--- src/rtl/stream_pattern_pkg.sv ---
// Shared types and the PRBS31 word generator for the dual-stream pattern source.
package stream_pattern_pkg;

  typedef enum logic {
    PAT_COUNTER = 1'b0,
    PAT_PRBS31  = 1'b1
  } pat_mode_e;

  typedef enum logic [1:0] {
    ST_IDLE = 2'd0,
    ST_RUN  = 2'd1,
    ST_DONE = 2'd2
  } gen_state_e;

  // x^31 + x^28 + 1, expressed as state bit positions
  localparam int PRBS31_TAP_HI = 30;
  localparam int PRBS31_TAP_LO = 27;

  function automatic logic [30:0] prbs31_seed(input logic [31:0] s);
    return (s[30:0] == 31'd0) ? 31'd1 : s[30:0];
  endfunction

  // The low 31 bits of the returned word are also the LFSR state after the
  // 32 steps, so the next word is prbs31_step32(word[30:0]).
  function automatic logic [31:0] prbs31_step32(input logic [30:0] s);
    logic [30:0] r;
    logic        b;
    logic [31:0] w;
    r = s;
    w = '0;
    for (int k = 0; k < 32; k++) begin
      b       = r[PRBS31_TAP_HI] ^ r[PRBS31_TAP_LO];
      r       = {r[29:0], b};
      w[31-k] = b;
    end
    return w;
  endfunction

endpackage

--- src/rtl/stream_pattern_lane.sv ---
// One AXI-Stream output: NLINKS pattern lanes, valid/hold, word counter and
// optional one-shot bit-0 corruption of a selected lane.
module stream_pattern_lane
  import stream_pattern_pkg::*;
#(
  parameter int NLINKS    = 1,
  parameter int CNT_WIDTH = 32,
  parameter bit INJ_EN    = 1'b0
) (
  input  logic                   clk,
  input  logic                   areset,
  input  logic                   load_i,
  input  logic                   abort_i,
  input  pat_mode_e              mode_i,
  input  logic [31:0]            seed_i,
  input  logic [CNT_WIDTH-1:0]   burst_len_i,
  input  logic                   inj_i,
  input  logic [7:0]             inj_link_i,
  input  logic                   tready_i,
  output logic [NLINKS*32-1:0]   tdata_o,
  output logic                   tvalid_o,
  output logic                   vld_d_o,
  output logic                   fin_d_o,
  output logic [CNT_WIDTH-1:0]   cnt_o,
  output logic [CNT_WIDTH-1:0]   inj_cnt_o
);

  localparam int LW = (NLINKS > 1) ? $clog2(NLINKS) : 1;
  localparam logic [CNT_WIDTH-1:0] CNT_ONE = 1;

  logic [NLINKS-1:0][31:0] data_q, data_d, mask;
  logic                    tvalid_q, tvalid_d;
  logic [CNT_WIDTH-1:0]    cnt_q, cnt_d, inj_cnt_q, inj_cnt_d, len_q, len_d;
  logic [CNT_WIDTH-1:0]    cnt_inc, inj_inc;
  logic                    pend_q, pend_d, corrupt_q, corrupt_d, inj_take, hs;
  logic [LW-1:0]           link_q, link_d;
  pat_mode_e               mode_q, mode_d;

  always_comb begin
    hs       = tvalid_q && tready_i;
    cnt_inc  = (&cnt_q) ? cnt_q : cnt_q + CNT_ONE;
    inj_inc  = (&inj_cnt_q) ? inj_cnt_q : inj_cnt_q + CNT_ONE;
    // A pulse while already pending is absorbed; out-of-range lanes never arm.
    inj_take = INJ_EN && inj_i && !pend_q && (32'(inj_link_i) < 32'(NLINKS));
    pend_d   = inj_take || (pend_q && !(hs && corrupt_q));
    link_d   = inj_take ? inj_link_i[LW-1:0] : link_q;

    data_d    = data_q;
    tvalid_d  = tvalid_q;
    cnt_d     = cnt_q;
    inj_cnt_d = inj_cnt_q;
    corrupt_d = corrupt_q;
    mode_d    = mode_q;
    len_d     = len_q;

    if (load_i) begin
      mode_d    = mode_i;
      len_d     = burst_len_i;
      cnt_d     = '0;
      inj_cnt_d = '0;
      tvalid_d  = 1'b1;
      corrupt_d = pend_d;
      for (int i = 0; i < NLINKS; i++)
        data_d[i] = (mode_i == PAT_PRBS31) ? prbs31_step32(prbs31_seed(seed_i ^ 32'(i)))
                                           : seed_i + 32'(i);
    end else if (hs) begin
      cnt_d = cnt_inc;
      if (corrupt_q) inj_cnt_d = inj_inc;
      for (int i = 0; i < NLINKS; i++)
        data_d[i] = (mode_q == PAT_PRBS31) ? prbs31_step32(data_q[i][30:0])
                                           : data_q[i] + 32'd1;
      tvalid_d  = !abort_i && !((len_q != '0) && (cnt_inc == len_q));
      // Corruption is only decided when a fresh word is presented, so a held
      // word is never altered mid-stall.
      corrupt_d = tvalid_d && pend_d;
    end

    fin_d_o = (len_q != '0) && (cnt_d == len_q);
    vld_d_o = tvalid_d;
  end

  always_comb begin
    mask = '0;
    if (corrupt_q) mask[link_q][0] = 1'b1;
  end

  always_ff @(posedge clk) begin
    if (areset) begin
      data_q    <= '0;
      tvalid_q  <= 1'b0;
      cnt_q     <= '0;
      inj_cnt_q <= '0;
      len_q     <= '0;
      pend_q    <= 1'b0;
      corrupt_q <= 1'b0;
      link_q    <= '0;
      mode_q    <= PAT_COUNTER;
    end else begin
      data_q    <= data_d;
      tvalid_q  <= tvalid_d;
      cnt_q     <= cnt_d;
      inj_cnt_q <= inj_cnt_d;
      len_q     <= len_d;
      pend_q    <= pend_d;
      corrupt_q <= corrupt_d;
      link_q    <= link_d;
      mode_q    <= mode_d;
    end
  end

  assign tdata_o   = data_q ^ mask;
  assign tvalid_o  = tvalid_q;
  assign cnt_o     = cnt_q;
  assign inj_cnt_o = inj_cnt_q;

endmodule

--- src/rtl/stream_pattern_gen.sv ---
// Dual AXI-Stream pattern source (counter / PRBS31) with one-shot error
// injection on stream 1, feeding the dual-stream comparator via links.
module stream_pattern_gen
  import stream_pattern_pkg::*;
#(
  parameter int TDATA_WIDTH = 32,
  parameter int CNT_WIDTH   = 32
) (
  input  logic                   clk,
  input  logic                   areset,
  input  logic                   start,
  input  logic                   stop,
  input  logic                   mode,
  input  logic [31:0]            seed,
  input  logic [CNT_WIDTH-1:0]   burst_len,
  input  logic                   inject_err,
  input  logic [7:0]             inject_link,
  output logic [TDATA_WIDTH-1:0] M_AXIS_0_TDATA,
  output logic                   M_AXIS_0_TVALID,
  input  logic                   M_AXIS_0_TREADY,
  output logic [TDATA_WIDTH-1:0] M_AXIS_1_TDATA,
  output logic                   M_AXIS_1_TVALID,
  input  logic                   M_AXIS_1_TREADY,
  output logic                   busy,
  output logic                   done,
  output logic [CNT_WIDTH-1:0]   word_count,
  output logic [CNT_WIDTH-1:0]   inject_count
);

  localparam int NLINKS = TDATA_WIDTH / 32;

  gen_state_e           state_q;
  logic                 abort_q, abort_eff, load;
  logic                 v0_d, v1_d, f0_d, f1_d;
  logic [CNT_WIDTH-1:0] unused_inj_cnt0, unused_cnt1;

  assign load      = start && (state_q != ST_RUN);
  // stop acts in its own cycle so a word handshaking alongside it is the last
  assign abort_eff = abort_q || (stop && (state_q == ST_RUN));

  stream_pattern_lane #(.NLINKS(NLINKS), .CNT_WIDTH(CNT_WIDTH), .INJ_EN(1'b0)) u_lane0 (
    .clk, .areset,
    .load_i(load), .abort_i(abort_eff), .mode_i(pat_mode_e'(mode)),
    .seed_i(seed), .burst_len_i(burst_len),
    .inj_i(1'b0), .inj_link_i(8'd0),
    .tready_i(M_AXIS_0_TREADY), .tdata_o(M_AXIS_0_TDATA), .tvalid_o(M_AXIS_0_TVALID),
    .vld_d_o(v0_d), .fin_d_o(f0_d), .cnt_o(word_count), .inj_cnt_o(unused_inj_cnt0)
  );

  stream_pattern_lane #(.NLINKS(NLINKS), .CNT_WIDTH(CNT_WIDTH), .INJ_EN(1'b1)) u_lane1 (
    .clk, .areset,
    .load_i(load), .abort_i(abort_eff), .mode_i(pat_mode_e'(mode)),
    .seed_i(seed), .burst_len_i(burst_len),
    .inj_i(inject_err), .inj_link_i(inject_link),
    .tready_i(M_AXIS_1_TREADY), .tdata_o(M_AXIS_1_TDATA), .tvalid_o(M_AXIS_1_TVALID),
    .vld_d_o(v1_d), .fin_d_o(f1_d), .cnt_o(unused_cnt1), .inj_cnt_o(inject_count)
  );

  always_ff @(posedge clk) begin
    if (areset) begin
      state_q <= ST_IDLE;
      abort_q <= 1'b0;
    end else begin
      case (state_q)
        ST_IDLE, ST_DONE: begin
          if (start) begin
            state_q <= ST_RUN;
            abort_q <= 1'b0;
          end
        end
        ST_RUN: begin
          if (stop) abort_q <= 1'b1;
          if (f0_d && f1_d) begin
            state_q <= ST_DONE;
          end else if (abort_eff && !v0_d && !v1_d) begin
            state_q <= ST_IDLE;
            abort_q <= 1'b0;
          end
        end
        default: state_q <= ST_IDLE;
      endcase
    end
  end

  assign busy = (state_q == ST_RUN);
  assign done = (state_q == ST_DONE);

endmodule
--- config.mk ---
export PLATFORM = sky130hd
export DESIGN_NAME = stream_pattern_gen
export DESIGN_NICKNAME = d
export VERILOG_FILES = /design/src/rtl/stream_pattern_pkg.sv /design/src/rtl/stream_pattern_lane.sv /design/src/rtl/stream_pattern_gen.sv
export SDC_FILE = /design/constraint.sdc
export NUM_CORES = 1
export LEC_CHECK = 0
export CAP_MARGIN = 20
export CORE_ASPECT_RATIO = 2
export CORE_MARGIN = 3
export CORE_UTILIZATION = 29
export DETAILED_ROUTE_END_ITERATION = 6
export PLACE_DENSITY = 0.48
export SLEW_MARGIN = 15
export SYNTH_ARGS = -nofsm -noshare
export SYNTH_HDL_FRONTEND = slang
export SYNTH_SLANG_ARGS = --single-unit
--- constraint.sdc ---
create_clock -name clk -period 6.1 [get_ports clk]
set_input_delay 1.525 -clock clk [delete_from_list [all_inputs] [get_ports clk]]
set_output_delay 1.525 -clock clk [all_outputs]
set_load 0.05 [all_outputs]
==> flow_metrics.env <==
export IMPL_finish_utilization_pct=35.3
export IMPL_r2r_slack_ns=1.05
export IMPL_power_frac_seq_pct=35.6
export IMPL_htree_levels=1
export IMPL_period_minus_slack_ns=5.05
export IMPL_track_usage_pct=29.2
export IMPL_synth_cell_types=95
export IMPL_worstSetupEndpointType="flip-flop"
export IMPL_yosysWarnings=0
export IMPL_hpwlAfterDp_um=71600
export IMPL_clock_sinks=203
export IMPL_portBuffers=211
export IMPL_layout_nets=2467
export IMPL_clock_skew_ns=0.0177
export IMPL_netlist_area_leader_share_pct=24.4
export IMPL_drive_above_1_share_pct=7.42
export IMPL_pwr_share_comb_pct=28.4
export IMPL_area_growth_pct=19.6
export IMPL_antenna_left=0
export IMPL_avgViaCountPerCell=5.93
export IMPL_cp_required_ns=6.51
export IMPL_sw_frac_of_total_pct=38.2
export IMPL_clk_latency_ns=0.57
export IMPL_cp_top_family="simple AND/OR/NAND/NOR gates"
export IMPL_synthesis_nets=2422
export IMPL_synth_seq_cells=203
export IMPL_synth_area_leader_cell="dfxtp_1"
export IMPL_cts_buffer_depth=3
export IMPL_clockRootBuffer="clkbuf_16"
export IMPL_antenna_found_initial=3
export IMPL_critPathMaxFanout=8
export IMPL_r2r_start="u_lane0.cnt_o[15]"
export IMPL_fin_crit_sh_pct=82.9
export IMPL_grt_max_degree=100
export IMPL_postCtsResizedCells=0
export IMPL_cts_inserted_buffers=24
export IMPL_post_cts_setup_buffers=0
export IMPL_synth_cells=2337
export IMPL_core_sq_um=56500
export IMPL_grt_ovfl_total=0
export IMPL_rows=123
export IMPL_worst_pin_slew_ns=1.09
export IMPL_drc=0
export IMPL_initial_core_util_pct=29.5
export IMPL_grt_pass1_vias=18531
export IMPL_yosysSeqAreaShare_pct=24.4
export IMPL_synth_most_common_cell="nor2_1"
export IMPL_status="complete, no violations"
export IMPL_netSwitchingPower_mw=1.70
export IMPL_ys_flop_type="dfxtp_1"
export IMPL_clk_pin_slew_ns=0.07
export IMPL_critical_path_class="reg -> reg"
export IMPL_cpPeakStageDelay_ns=0.93
export IMPL_hold_buffers=0
export IMPL_avgSynthCellArea_sq_um=7.13
export IMPL_power_density_nw_per_um2=223
export IMPL_wire_per_inst_um=29.2
export IMPL_cp_arrival_ns=5.46
export IMPL_finalSetupViolCount=0
export IMPL_p_total_mw=4.45
export IMPL_p_clk_share_pct=36.0
export IMPL_cts_tree="yes"
export IMPL_ir_drop_v=0.000192
export IMPL_synthesis_area_sq_um=16700
export IMPL_dr_pass1_iters=6
export IMPL_wirelength_um=92000
export IMPL_die_y_um=345
export IMPL_io_pins=212
export IMPL_critPathLaunchType="flip-flop"
export IMPL_synth_enable_flop_cells=0
export IMPL_p_int_mw=2.75
export IMPL_max_slew_margin_pct=26.9
export IMPL_grt_setup_unrepaired="false"
export IMPL_path_cells="nand4_1 -> nor4_1 -> nand2_1 -> a2111oi_0 -> buf_4 -> nand2_1 -> a2111oi_0 -> nand4_1 -> o31ai_1 -> buf_4 -> or3_1 -> a21oi_1"
export IMPL_first_iter_violations=1631
export IMPL_gp_congestion=1.06
export IMPL_path_buf_inv=2
export IMPL_maxCapViolCount=0
export IMPL_slew_violations=0
export IMPL_p_leak_nw=6.71
export IMPL_die_w_um=175
export IMPL_die_area_sq_um=60500
export IMPL_ys_top_cells_by_area="dfxtp_1, xnor2_1, xor2_1, nor2_1, nand2_1"
export IMPL_min_path_type="reg -> reg"
export IMPL_tns_ns=0
export IMPL_grt_pass1_wl_um=130000
export IMPL_hp_start="u_lane0.pend_q"
export IMPL_yosys_top_cells_count="nor2_1, nand2_1, dfxtp_1"
export IMPL_synthArstFlopShare_pct=0
export IMPL_whs_ns=0.474
export IMPL_num_vias=18704
export IMPL_critPathSlowestCell="a2111oi_0"
export IMPL_hold_viol=0
export IMPL_fmax_ghz=0.198
export IMPL_setup_worst_path_start="u_lane0.cnt_o[15]"
through the flow:
stage / setup slack (ns) / cells / instance area, sq um
CTS: 1.24 / 3148 / 19900
global route: 0.934 / 3150 / 19900
detailed placement: 0.642 / 3104 / 19100
global placement: 0.646 / 3104 / 19100
finish: 1.05 / 3152 / 19900
floorplan: 1.98 / 2337 / 16700
per-layer routing:
layer	wire length, um	global-route usage (%)	vias up
li1	-	-	8489
met1	28800	26.4	8894
met2	47000	54.2	946
met3	5420	5.05	373
met4	10800	27.7	2
met5	13	0	-
tightest hold or removal path: cells and delay by family (launching register included):
family,cells,cell delay [ns]
and+or+nand+nor,1,0.07
DFF,1,0.32
AOI/OAI and AO/OA,1,0.04
cells in the final DEF (no fill, tap or decap), drive strengths merged, types with 10 or more instances in the layout:
cell type / n
o31ai: 16
buf: 85
nand3: 80
a31oi: 37
and3: 38
nor2b: 10
nand2: 242
and4: 24
clkbuf: 33
o21ai: 144
a2111oi: 11
dfxtp: 203
mux2i: 11
a211oi: 51
a22oi: 22
xnor2: 133
inv: 36
a311oi: 14
nand4: 78
or3: 22
xor2: 116
a221oi: 14
clkdlybuf4s50: 210
o32ai: 12
o22ai: 15
and2: 22
o211ai: 13
nor2: 263
nor4: 54
a21oi: 132
nand2b: 18
nor3: 85
registers in the layout, summed over array words and instances (netlist names):
| register | count |
|---|---|
| abort_q | 1 |
| state_q | 2 |
| u_lane0.cnt_o | 32 |
| u_lane0.corrupt_q | 1 |
| u_lane0.data_q | 32 |
| u_lane0.mode_q | 1 |
| u_lane0.pend_q | 1 |
| u_lane0.tvalid_o | 1 |
| u_lane1.cnt_o | 32 |
| u_lane1.corrupt_q | 1 |
| u_lane1.data_q | 32 |
| u_lane1.inj_cnt_o | 32 |
| u_lane1.len_q | 32 |
| u_lane1.link_q | 1 |
| u_lane1.pend_q | 1 |
| u_lane1.tvalid_o | 1 |
power groups by stage:
stage	registers (mW)	logic (mW)	clock network [mW]
floorplan	1.47	0.899	0
global placement	1.61	1.24	0
detailed placement	1.61	1.25	0
CTS	1.58	1.25	1.64
global route	1.59	1.34	1.68
finish	1.58	1.26	1.60
area by class of cell:
cell class / instances / area, sq um
diodes: 2 / 5.00
clock buffers: 32 / 682
clock inverters: 12 / 148
fillers: 6042 / 36600
inverters: 37 / 139
multi-input cells: 1820 / 11200
flip-flops and latches: 203 / 4070
well taps: 750 / 938
repair buffers: 296 / 2770
worst paths after layout:
path,endpoint,cells past startpoint
worst max-delay path,u_lane0.corrupt_q,12
worst min-delay path,u_lane0.pend_q,2
worst max register to register,u_lane0.corrupt_q,12
worst min register to register,u_lane0.pend_q,2
cells by family after synthesis:
group,count (synthesis),share of synthesized area [%]
compound gates,577,23.0
xor+xnor,249,13.1
fa+ha+maj,5,0.376
buf+inv,314,8.82
flops,203,24.4
mux,15,0.954
simple gates,974,29.4
Note: power is estimated with default switching activity, not from simulation.
==> RTL change, RTL diff (same settings) <==
The 3 states of `gen_state_e` get a one-hot encoding in 3 bits.
--- a/src/rtl/stream_pattern_pkg.sv
+++ b/src/rtl/stream_pattern_pkg.sv
@@ -8,6 +8,6 @@
 
-  typedef enum logic [1:0] {
-    ST_IDLE = 2'd0,
-    ST_RUN  = 2'd1,
-    ST_DONE = 2'd2
+  typedef enum logic [2:0] {
+    ST_IDLE = 3'b001,
+    ST_RUN  = 3'b010,
+    ST_DONE = 3'b100
   } gen_state_e;
Function: no difference found for any inputs over 4 cycles, from zero or initial values and one cycle with areset high; so few cycles prove little.
==> RTL change against the unedited design <==
- sequential share of layout area down 0.72 points
- via count grew 5.9%
- die area is 4.1% higher
- final area is 4.2% higher
- sequential cell count rose by 1
- total power is 7.3% lower
- final cell count rose by 4.7%
- combinational power decreased by 17%
- wire length grew 4.1%
- critical path depth unchanged
- worst setup slack got worse by 0.29 ns
- global-route usage up 0.18 points
- area after synthesis up 4.2%
==> RTL change: results (changes against the unedited design) <==
Status
  • Run status: finished clean

Global routing
  • Met3 Use GR: 3.98% (-1.1 points)
  • Initial antenna violation count: 1 (-2)
  • M1 GR Usage: 28.9% (+2.5 points)
  • GR Util met2: 52.1% (-2.1 points)
  • Largest net degree at the start of global routing: 89 (-11%)
  • Vias in the first global route: 19382 (+4.6%)

Final layout
  • # fillers: 6399 (+5.9%)
  • Seq cells: 204 (+0.49%)
  • Data buffer area share: 14.4% (+0.53 points)
  • # diodes: 0 (-2)
  • Ratio of cells with drive above 1 in the final layout: 7.94% (+0.52 points)
  • Clock network share of area: 3.83% (-0.33 points)

Timing
  • Clk_skew: 0.0313 ns (+0.0136 ns)

Synth
  • Synth Area in Adders: 0.360% (-0.015 points)
  • Post-Synth XOR/XNOR Area: 12.3% (-0.82 points)
  • Cells after Synth: 2468 (+5.6%)
  • Sequential area share after synthesis: 23.5% (-0.87 points)

Die
  • Tap Cells: 768 (+2.4%)

Worst setup path
  • Crit path max fanout: 9 (+1)
  • Worst EP arrival: 5.78 ns (+0.32 ns)

Pwr
  • P_int: 2.62 mW (-4.7%)
  • Sequential Power: 1.53 mW (-3%)
  • Maximum VDD drop: 0.000144 V (-25%)
  • Static Leak: 6.86 nW (+2.1%)

Route
  • Met2 Routed Length: 48.1 mm (+2.5%)
  • Initial DRC Count: 1891 (+16%)
  • Total number of vias: 19807 (+5.9%)

Clock tree
  • Worst-Skew Late Latency: 0.59 ns (+0.02 ns)
RTL change: changes by cell type after synthesis, moves of 9 or more:
cell	change
a211oi_1	-12
a21oi_1	+21
clkbuf_1	+28
mux2i_1	+9
nand2_1	+11
nand3_1	+14
nor2b_1	+10
nor4_1	+14
o2111ai_1	+10
o211ai_1	+14
o21a_1	+10
o21ai_0	+11
or3_1	+11
RTL change: final timing paths:
check,cells after the start,endpoint,from,slack (ns)
setup / recovery,12,state_q[0],u_lane1.cnt_o[0],0.76
setup reg to reg,12,state_q[0],u_lane1.cnt_o[0],0.76
hold / removal,2,u_lane1.len_q[11],u_lane1.len_q[11],0.46
hold reg to reg,2,u_lane1.len_q[11],u_lane1.len_q[11],0.46
RTL change: critical path, cell delays in order (launching register included):
cell	delay (ns)
dfxtp_1	0.66
ha_1	0.50
nand4_1	0.27
or3_1	0.62
nor3_1	0.74
buf_4	0.28
mux2_2	0.34
a22oi_1	0.30
o311ai_0	0.32
nor4_1	0.41
nand4_1	0.24
nor4_1	0.39
a21oi_1	0.13
